File: config.mk
export PLATFORM = sky130hd
export DESIGN_NAME = blade_delay_tuner
export DESIGN_NICKNAME = d
export VERILOG_FILES = /design/src/rtl/blade_delay_tuner.sv
export SDC_FILE = /design/constraint.sdc
export NUM_CORES = 1
export LEC_CHECK = 0
export CORE_ASPECT_RATIO = 1.4
export CORE_UTILIZATION = 55
export CTS_CLUSTER_SIZE = 25
export DETAILED_ROUTE_END_ITERATION = 12
export MAX_ROUTING_LAYER = met4
export PLACE_DENSITY_LB_ADDON = 0.1
export SLEW_MARGIN = 20
export SYNTH_ARGS = -nofsm -noshare
export SYNTH_HDL_FRONTEND = slang
export SYNTH_SLANG_ARGS = --single-unit
File: constraint.sdc
create_clock -name clk -period 3.4 [get_ports clk]
set_clock_uncertainty 0.2 [all_clocks]
set_input_delay 0.51 -clock clk [delete_from_list [all_inputs] [get_ports clk]]
set_output_delay 0.51 -clock clk [all_outputs]
set_load 0.005 [all_outputs]
File: src/rtl/blade_delay_tuner.sv
// Closed-loop delay-code tuner for a Blade-style timing-resilient stage: counts Err1 tokens per
// window, steps the delay code up/down/hold, and hands changes over a four-phase req/ack link.
module blade_delay_tuner #(
  parameter int unsigned WINDOW      = 64,
  parameter int unsigned CODE_W      = 4,
  parameter int unsigned CODE_MIN    = 0,
  parameter int unsigned CODE_MAX    = 15,
  parameter int unsigned CODE_INIT   = 8,
  parameter int unsigned HI_THRESH   = 4,
  parameter int unsigned LO_THRESH   = 0,
  parameter int unsigned SYNC_STAGES = 2
) (
  input  logic                           clk,
  input  logic                           rst,
  input  logic                           en,
  input  logic                           tok_evt,
  input  logic                           tok_err,
  input  logic                           cfg_ack,
  output logic                           cfg_req,
  output logic [CODE_W-1:0]              dly_code,
  output logic [$clog2(WINDOW+1)-1:0]    err_cnt_last,
  output logic                           win_done,
  output logic                           sat_hi,
  output logic                           busy
);

  localparam int unsigned CntW = $clog2(WINDOW + 1);
  localparam logic [CntW-1:0]   WinLast  = CntW'(WINDOW - 1);
  localparam logic [CODE_W-1:0] CodeMin  = CODE_W'(CODE_MIN);
  localparam logic [CODE_W-1:0] CodeMax  = CODE_W'(CODE_MAX);
  localparam logic [CODE_W-1:0] CodeInit = CODE_W'(CODE_INIT);

  typedef enum logic [2:0] {StIdle, StMeasure, StDecide, StReq, StRelease} state_e;

  state_e                 state_q;
  logic [SYNC_STAGES-1:0] sync_q;
  logic [CntW-1:0]        tok_cnt_q, err_cnt_q, err_cnt_last_q;
  logic [CODE_W-1:0]      dly_code_q, code_next;
  logic                   cfg_req_q, win_done_q, sat_hi_q, busy_q;
  logic                   ack_s, err_hi, err_lo;

  assign ack_s  = sync_q[SYNC_STAGES-1];
  assign err_hi = 32'(err_cnt_last_q) > HI_THRESH;
  assign err_lo = 32'(err_cnt_last_q) <= LO_THRESH;

  always_comb begin
    code_next = dly_code_q;
    if (err_hi && (dly_code_q < CodeMax)) begin
      code_next = dly_code_q + CODE_W'(1);
    end else if (err_lo && (dly_code_q > CodeMin)) begin
      code_next = dly_code_q - CODE_W'(1);
    end
  end

  always_ff @(posedge clk or posedge rst) begin
    if (rst) begin
      state_q        <= StIdle;
      sync_q         <= '0;
      tok_cnt_q      <= '0;
      err_cnt_q      <= '0;
      err_cnt_last_q <= '0;
      dly_code_q     <= CodeInit;
      cfg_req_q      <= 1'b0;
      win_done_q     <= 1'b0;
      sat_hi_q       <= 1'b0;
      busy_q         <= 1'b0;
    end else begin
      sync_q     <= {sync_q[SYNC_STAGES-2:0], cfg_ack};
      win_done_q <= 1'b0;
      unique case (state_q)
        StIdle: begin
          tok_cnt_q <= '0;
          err_cnt_q <= '0;
          if (en) state_q <= StMeasure;
        end
        StMeasure: begin
          // A completing window wins over en=0 so the final token is never lost.
          if (tok_evt && (tok_cnt_q == WinLast)) begin
            err_cnt_last_q <= err_cnt_q + CntW'(tok_err);
            tok_cnt_q      <= '0;
            err_cnt_q      <= '0;
            win_done_q     <= 1'b1;
            busy_q         <= 1'b1;
            state_q        <= StDecide;
          end else if (!en) begin
            tok_cnt_q <= '0;
            err_cnt_q <= '0;
            state_q   <= StIdle;
          end else if (tok_evt) begin
            tok_cnt_q <= tok_cnt_q + CntW'(1);
            err_cnt_q <= err_cnt_q + CntW'(tok_err);
          end
        end
        StDecide: begin
          sat_hi_q <= err_hi && (dly_code_q == CodeMax);
          if (code_next != dly_code_q) begin
            dly_code_q <= code_next;
            cfg_req_q  <= 1'b1;
            state_q    <= StReq;
          end else begin
            busy_q  <= 1'b0;
            state_q <= en ? StMeasure : StIdle;
          end
        end
        StReq: begin
          if (ack_s) begin
            cfg_req_q <= 1'b0;
            state_q   <= StRelease;
          end
        end
        StRelease: begin
          if (!ack_s) begin
            busy_q  <= 1'b0;
            state_q <= en ? StMeasure : StIdle;
          end
        end
        default: state_q <= StIdle;
      endcase
    end
  end

  assign cfg_req      = cfg_req_q;
  assign dly_code     = dly_code_q;
  assign err_cnt_last = err_cnt_last_q;
  assign win_done     = win_done_q;
  assign sat_hi       = sat_hi_q;
  assign busy         = busy_q;

endmodule
==> impl_metrics.ini <==
[worst_setup_path]
required_ns = 3.37
cpLargestDelayFamily = simple AND/OR/NAND/NOR gates
r2r_cells = 3
crit_slowest_cell = clkdlybuf4s50_1
regToRegEndpoint = err_cnt_last[0]$_DFFE_PP0P_
crit_path_end = err_cnt_last[0]$_DFFE_PP0P_
end_kind = flop
critPathArrivalTime_ns = 2.34
cp_slowest_stage_delay_ns = 0.58
path_cells = clkdlybuf4s50_1 -> nor3b_4 -> nand4_1 -> mux2_2
r2r-start = state_q[2]$_DFFE_PP0P_
timing.reg2reg.setup_slack_ns = 1.35
path_class = input port to flop
cp-startpoint = tok_evt
cp.depth = 4
path_buf_inv = 1
critPathMaxFanout = 13
start_kind = input port

[logic_synthesis]
synthTopCellsByCount = 33 x dfrtp_1, 12 x nand2_1, 12 x nor2_1
synth_area_mm2 = 0.001768
ys_types = 47
synth_cells = 167
yosysMostFrequentCell = dfrtp_1
ys_ff_latch = 34
synth_warnings = 0
synth_area_leaders = dfrtp_1 47%, ha_1 3.5%, xor2_1 3.5%
avgSynthCellArea_um2 = 10.59
synth_ff_type = dfrtp_1
yosys.area.top_type_share_pct = 46.71
synth_top_area_cell = dfrtp_1
ys_seq_area_share_pct = 48.20
synth_edf_count = 0
async_flop_share_pct = 100.0
synth_fp_nets = 178

[power_and_ir_drop]
powerDensity_mw_per_mm2 = 394.6
ir_drop_v = 0.0003379
leakagePower_nw = 0.9506
switching_share_pct = 25.74
p_sw_mw = 0.2130
p_int_mw = 0.6145
combPwrFrac_pct = 9.9
clkPwrFrac_pct = 36.6
p_seq_share_pct = 53.6

[route]
ant_nets = 0
viasPerCell = 5.697
first_iter_violations = 23
wl_mm = 3.305
vias = 1316
firstDrtPassIters = 4
detail_route.wl_per_cell_um = 14.31
drc = 0

[die]
die-area_mm2 = 0.003448
die_y_um = 69.08
initial_core_util_pct = 57.16
core_mm2 = 0.003093
io_pins = 21
rows = 24
die_w_um = 49.92

[sta]
slew_headroom_pct = 54.98
setup_violations = 0
fin_crit_sh_pct = 69.72
fin_setup_tns_ns = 0
worst_pin_slew_ns = 0.6746
hold_viol = 0
grt_setup_unrepaired = false
finalMaxSlewViolations = 0
fmax_ghz = 0.4219
period_needed_ns = 2.370

[layout]
post-route-util_pct = 67.80
layout.nets = 202
final_area_mm2 = 0.002097
drive_gt1_share_pct = 10.42
antenna_cells = 0
area_growth_pct = 18.61
stdcell_count = 231

[clocking]
clk_latency_ns = 0.29
cts_setup_buffers = 0
cts_resized = 0
cts_buffers = 5
cts_sinks = 34
clk_pin_slew_ns = 0.06
cts_hold_buf = 0
clockRootBuffer = clkbuf_8
cts_tree = done
htree_levels = 2
ctsLongestPathBuffers = 2

[placement]
dpl.cell_count = 223
hpwl_mm = 2.548
postPlaceCellArea_mm2 = 0.002007
gp_congestion = 0.8786
portBuffers = 20

[global_route]
grt_overflow = 0
antenna_found_initial = 0
grt_pass1_wl_mm = 5.968
grt_max_degree = 19
grtUsageTotal_pct = 23.59
first_global_vias = 1320

[worst_hold_path]
hp-class = flop to flop

[run_status]
status = finished clean

[flow_run]
drv_cap = 0
how the worst min path moves through the flow:
stage	slack, ns	to	start	cells past startpoint
after floorplan	0.13	sync_q[1]$_DFF_PP0_	sync_q[0]$_DFF_PP0_	0
after global placement	0.13	sync_q[1]$_DFF_PP0_	sync_q[0]$_DFF_PP0_	0
after detailed placement	0.14	sync_q[1]$_DFF_PP0_	sync_q[0]$_DFF_PP0_	0
after CTS	0.16	sync_q[1]$_DFF_PP0_	sync_q[0]$_DFF_PP0_	0
after global routing	0.16	sync_q[1]$_DFF_PP0_	sync_q[0]$_DFF_PP0_	0
final	0.15	sync_q[1]$_DFF_PP0_	sync_q[0]$_DFF_PP0_	0
metal layers:
layer,track usage (%),vias up,wire length [um]
met1,28.05,627,1459
met2,37.69,26,1675
li1,-,653,-
met4,9.524,0,72
met5,-,-,0
met3,5.960,10,98
power groups by stage:
stage               Clock [mW]  Sequential [mW]  Combinational (mW)
floorplan                    0            0.430              0.0777
global placement             0            0.450              0.0808
detailed placement           0            0.450              0.0819
CTS                      0.310            0.443              0.0826
global route             0.333            0.446              0.0945
finish                   0.303            0.443              0.0815
layout by cell type (no fill, tap or decap), drive strengths merged, types with 3 or more instances in the layout:
master / netlist / final
xor2: 7 / 7
inv: 7 / 7
a21o: 5 / 5
xnor2: 6 / 6
nor3b: 4 / 4
nor2: 12 / 12
and3: 4 / 4
a22o: 3 / 3
nor3: 3 / 3
nand3: 7 / 7
clkbuf: 2 / 8
o211ai: 3 / 3
or3: 3 / 3
nand2: 12 / 12
clkdlybuf4s50: 0 / 20
o21ai: 12 / 12
dfrtp: 33 / 33
a21oi: 5 / 5
ha: 5 / 5
through the flow:
stage | power (mW) | hold WS [ns] | setup WS, ns
after floorplan | 0.5075 | 0.1312 | 1.472
after global placement | 0.5305 | 0.1333 | 0.7856
after detailed placement | 0.5321 | 0.1402 | 0.7275
after CTS | 0.8348 | 0.1558 | 1.029
after global routing | 0.8739 | 0.1593 | 0.8649
final | 0.8276 | 0.1513 | 1.030
registers in the layout (all words and copies together), names as in the netlist:
| register | count |
|---|---|
| busy | 1 |
| cfg_req | 1 |
| dly_code | 4 |
| err_cnt_last | 7 |
| err_cnt_q | 7 |
| sat_hi | 1 |
| state_q | 3 |
| sync_q | 2 |
| tok_cnt_q | 7 |
| win_done | 1 |
final cells by class:
type | count | area, um2
sequential | 34 | 852.1
multi-input combinational | 122 | 872.1
clock buffer | 8 | 90.09
fill | 238 | 996.0
tap | 39 | 48.80
timing repair buffer | 21 | 207.7
inverter | 7 | 26.28
worst reg2reg max path, delay by kind of cell, from the launching register on:
| kind | cells | cell delay, ns |
|---|---|---|
| flip-flops | 1 | 0.48 |
| multiplexers | 1 | 0.43 |
| AND/OR/NAND/NOR | 2 | 0.83 |
cells by family (layout without fill, tap and decap cells):
family                   Yosys count  in the layout  share of synthesized area [%]
AO/OA/AOI/OAI                     43             43                          18.19
XOR/XNOR                          13             13                          6.440
adder cells (fa/ha/maj)            5              5                          3.539
buffers and inverters             11             36                          2.477
flip-flops                        34             34                          48.20
multiplexers                       3              3                          1.840
AND/OR/NAND/NOR                   58             58                          19.32
Note: power is estimated with default switching activity, not from simulation.
